===== src/rtl/sd_pattern_tx.sv =====
// sd_pattern_tx: serial pattern transmitter.
// Accepts a pattern via valid/ready and shifts it out MSB-first on x, one bit
// per clock, repeating it in_repeat extra times with GAP idle cycles between
// repetitions. x, x_valid and done are registered; in_ready/busy decode state.
module sd_pattern_tx #(
  parameter int WIDTH = 8,
  parameter int GAP   = 0
) (
  input  logic                         clk,
  input  logic                         areset,
  input  logic                         in_valid,
  output logic                         in_ready,
  input  logic [WIDTH-1:0]             in_data,
  input  logic [$clog2(WIDTH+1)-1:0]   in_len,
  input  logic [3:0]                   in_repeat,
  output logic                         x,
  output logic                         x_valid,
  output logic                         busy,
  output logic                         done
);

  localparam int LW       = $clog2(WIDTH + 1);
  localparam int CW       = $clog2(WIDTH);
  localparam int GW       = (GAP < 2) ? 1 : $clog2(GAP + 1);
  // Gap counter counts GAP-1 down to 0; unused (state never reached) when GAP=0
  localparam int GAP_LOAD = (GAP > 0) ? GAP - 1 : 0;

  localparam logic [1:0] S_IDLE  = 2'd0;
  localparam logic [1:0] S_SHIFT = 2'd1;
  localparam logic [1:0] S_GAP   = 2'd2;

  logic [1:0]       state_reg;
  logic [WIDTH-1:0] pat_reg;
  logic [LW-1:0]    len_reg;
  logic [CW-1:0]    cnt_reg;
  logic [3:0]       rep_reg;
  logic [GW-1:0]    gap_cnt_reg;
  logic [LW-1:0]    eff_len;
  logic [CW-1:0]    eff_last;
  logic [CW-1:0]    len_last;

  // Clamp the requested length to WIDTH and precompute the index of the first bit
  always_comb begin
    eff_len  = (in_len > LW'(WIDTH)) ? LW'(WIDTH) : in_len;
    eff_last = (eff_len == '0) ? '0 : CW'(eff_len - 1'b1);
    len_last = (len_reg == '0) ? '0 : CW'(len_reg - 1'b1);
  end

  assign in_ready = (state_reg == S_IDLE);
  assign busy     = (state_reg != S_IDLE);

  // Main sequencer: accept request, shift bits, handle repeats and gaps
  always_ff @(posedge clk or negedge areset) begin
    if (!areset) begin
      state_reg   <= S_IDLE;
      pat_reg     <= '0;
      len_reg     <= '0;
      cnt_reg     <= '0;
      rep_reg     <= '0;
      gap_cnt_reg <= '0;
      x           <= 1'b0;
      x_valid     <= 1'b0;
      done        <= 1'b0;
    end else begin
      x       <= 1'b0;
      x_valid <= 1'b0;
      done    <= 1'b0;
      case (state_reg)
        S_IDLE: begin
          if (in_valid) begin
            pat_reg   <= in_data;
            len_reg   <= eff_len;
            rep_reg   <= in_repeat;
            cnt_reg   <= eff_last;
            state_reg <= S_SHIFT;
          end
        end
        S_SHIFT: begin
          if (len_reg == '0) begin
            // Zero-length request: nothing to emit, just signal completion
            done      <= 1'b1;
            state_reg <= S_IDLE;
          end else begin
            x       <= pat_reg[cnt_reg];
            x_valid <= 1'b1;
            if (cnt_reg == '0) begin
              if (rep_reg == 4'd0) begin
                done      <= 1'b1;
                state_reg <= S_IDLE;
              end else begin
                rep_reg <= rep_reg - 4'd1;
                if (GAP > 0) begin
                  gap_cnt_reg <= GW'(GAP_LOAD);
                  state_reg   <= S_GAP;
                end else begin
                  cnt_reg <= len_last;
                end
              end
            end else begin
              cnt_reg <= cnt_reg - 1'b1;
            end
          end
        end
        S_GAP: begin
          if (gap_cnt_reg == '0) begin
            cnt_reg   <= len_last;
            state_reg <= S_SHIFT;
          end else begin
            gap_cnt_reg <= gap_cnt_reg - 1'b1;
          end
        end
        default: state_reg <= S_IDLE;
      endcase
    end
  end

endmodule


===== config.mk =====
export PLATFORM = sky130hd
export DESIGN_NAME = sd_pattern_tx
export DESIGN_NICKNAME = d
export VERILOG_FILES = /design/src/rtl/sd_pattern_tx.sv
export SDC_FILE = /design/constraint.sdc
export NUM_CORES = 1
export LEC_CHECK = 0
export ABC_AREA = 0
export CORE_ASPECT_RATIO = 1.4
export CORE_MARGIN = 8
export CORE_UTILIZATION = 40
export CTS_BUF_LIST = sky130_fd_sc_hd__clkbuf_4
export DETAILED_ROUTE_END_ITERATION = 16
export GPL_TIMING_DRIVEN = 0
export HOLD_SLACK_MARGIN = 0.06
export PLACE_DENSITY = 0.67
export RECOVER_POWER = 25
export SETUP_SLACK_MARGIN = 0.5
export SYNTH_ARGS = -nofsm -noshare
export SYNTH_HDL_FRONTEND = slang
export SYNTH_SLANG_ARGS = --single-unit

===== constraint.sdc =====
create_clock -name clk -period 1.5 [get_ports clk]
set_input_delay 0.225 -clock clk [delete_from_list [all_inputs] [get_ports clk]]
set_output_delay 0.225 -clock clk [all_outputs]
set_load 0.01 [all_outputs]

==> results.md <==
- Ant diodes: 0
- Crit path kind: reg -> reg
- Status: finished with violations
- Dpl hpwl: 2240 µm
- Die span in x: 63.1 µm
- Row count: 24
- Worst reg2reg setup slack: -110 ps
- Final setup fails: 3
- Max Cap Viol: 0
- #FFs+latches synth: 23
- Post-Syn Nets: about 160
- Die H: 82.0 µm
- WL met3: about 95 µm
- TritonCTS clock tree: done
- DRT Pass-1 Iters: 4
- Mapped Cells: 133
- Critical path endpoint category: flip-flop
- DRT Wirelength: roughly 3700 µm
- Worst-skew pair later-pin latency: about 320 ps
- Synthesized area: around 1200 µm²
- Cells on worst reg2reg path: 4
- Share of cells above drive strength 1: 46.7%
- Top FF cell, synth: dfrtp_1
- Fin crit period: about 1600 ps
- Largest register FFs: 8
- Capture point of the worst reg-to-reg path: cnt_reg[2]
- Vias post-DR: 1241
- Cell chosen for the clock root: clkbuf_4
- Port Buffer Count: 23
- YS warnings: 0
- Final Max Tran Viols: 0
- Post-route setup slack: -114 ps
- CTS H-Tree Depth: 1
- WL met1: 1440 µm
- Max VDD drop: ~1.2 mV
- P&R area growth vs syn: 69.1%
- CTS sink cnt: 23
- Pwr dens: ~2100 nW/µm²
- Total global routing overflow: 0
- All-Layer GR Usage: 13.5%
- Antenna violations before repair: 0
- Utilization after layout: between 60% and 70%
- Worst reg2reg startpoint: len_reg[0]
- Post-synthesis sequential area ratio: a little under half
- RSZ-0062 raised after global routing: yes
- Routed met2 length: 2110 µm
- Total CTS buffers: 3
- Worst-path maximum fanout: 4
- Wire length per cell: about 16 µm
- Fin. Hold Viols: 0
- Max layer used: met4
- Worst Path Arrival: 1880 ps
- Fmax: just over 0.6 GHz
- Worst-path clk slew: approximately 140 ps
- Global-route wire length before repair: approximately 5600 µm
- Final cycle utilization of the critical path: 108%
- Core area: a little over 3000 µm²
- GPL Wtd Cong: approximately 0.85
- Vias per cell: approximately 5.3
- Worst setup skew after layout: 3.52 ps
- Final ANT Viol Nets: 0
- Drt initial violations: 35
- Hold WS: 424 ps
- LEAKAGE: 0.000975 µW
- Top-Level Pins: 24
- Final net count: about 220
- Worst Path Required: 1760 ps
- Hold Crit Class: in -> async
- Startpoint types: flip-flop
- Relative slew slack: 60.4%
- Pin count of the biggest net entering global routing: 24
- Worst slack, placed: -316 ps
- Number of global-route vias before repair: between 1000 and 1500
- Slew @ Worst Pin: 594 ps
- Synth unique cells: 38
- Async SR Flop Fraction: 100%
- DRC viols: 0
- Failing checks: negative setup slack
- Starting density of the core: roughly 41%
- Number of synthesized flops with an enable pin: 0
- Die ar.: ~5200 µm²
- Largest buffer count on any clock path: 2
- Syn_area_per_cell: between 9 and 10 µm²
[critical path, stage by stage, from the launching register on]
cell and delay [ps]:
dfrtp_2 470, or4b_1 540, a311o_1 310, o211ai_2 80, a31o_1 170
[how the worst max path moves through the flow]
stage	end	from	slack [ps]
2_1_floorplan	rep_reg[3]	len_reg[2]	-50
4_1_cts	cnt_reg[2]	len_reg[0]	-70
5_1_grt	rep_reg[3]	len_reg[1]	-150
3_3_place_gp	cnt_reg[2]	in_valid	-280
6_report	cnt_reg[2]	len_reg[0]	-110
3_5_place_dp	cnt_reg[2]	in_valid	-320
[through the flow]
stage	instances	power [µW]	setup TNS, ps	instance area, µm²
after global placement	195	2730	-2130	1590
after global routing	234	4700	-654	2100
final	234	4410	-215	2100
after detailed placement	195	2800	-3670	1590
after floorplan	133	2320	-71.8	1310
after CTS	223	3900	-162	1930
[metal layers]
metal / track usage [%] / vias to the layer above
li1: - / 584
met1: 13.0 / 628
met2: 27.7 / 23
met3: 1.50 / 6
met4: 6.41 / 0
met5: 0 / -
[logic make-up after synthesis]
group | count (synthesis) | synth area share [%]
multiplexers | 5 | 6.04
AO/OA/AOI/OAI | 28 | 16.6
AND/OR/NAND/NOR | 59 | 21.3
adder cells (fa/ha/maj) | 4 | 4.02
flip-flops | 23 | 46.3
buffers and inverters | 14 | 5.73
[synth_stat cells (all sizes together) (2+ instances only)]
| library cell | n | area, µm² |
|---|---|---|
| clkbuf | 2 | 17.5 |
| nor2 | 7 | 26.3 |
| nand3 | 4 | 20.0 |
| nand2 | 36 | 138 |
| mux2i | 3 | 30.0 |
| o21ai | 7 | 35.0 |
| inv | 10 | 37.5 |
| ha | 4 | 50.1 |
| mux4 | 2 | 45.0 |
| nor3 | 4 | 20.0 |
| a21oi | 8 | 40.0 |
| o21bai | 2 | 15.0 |
| dfrtp | 23 | 576 |
[cells in the final DEF (no fill, tap or decap), types with 4 or more instances in the layout]
master,synthesis,final
buf_4,0,22
inv_1,9,5
buf_6,0,13
nand2_2,1,9
nor2_1,7,4
a21oi_1,8,8
nand2_4,0,4
o21ai_0,6,4
inv_2,1,4
clkdlybuf4s50_1,0,16
dfrtp_1,23,21
nand2_1,35,22
[final cells by class]
cell class / count / area, µm²
Timing Repair Buffer: 58 / 549
Clock buffer: 3 / 22.5
Clock inverter: 1 / 7.51
Buffer: 3 / 51.3
Multi-Input combinational cell: 96 / 790
Sequential cell: 23 / 578
Tap cell: 39 / 48.8
Inverter: 11 / 56.3
Fill cell: 231 / 930
[repair_timing]
action                                  4_1_cts  5_1_grt
hold buffers                                  0        1
resized for setup                            60       27
gates cloned                                  1        0
setup buffers                                23       10
endpoints found under the setup margin       51       51
pin swaps                                    13       13
hold endpoints to repair                      0       23
[power by group]
| group | internal (µW) | leakage (µW) | total [µW] | switching, µW |
|---|---|---|---|---|
| clock | 102 | 0.0000139 | 304 | 202 |
| combinational | 1630 | 0.000682 | 2920 | 1290 |
| sequential | 914 | 0.000278 | 1190 | 271 |
Power figures use the tool's default switching activity.
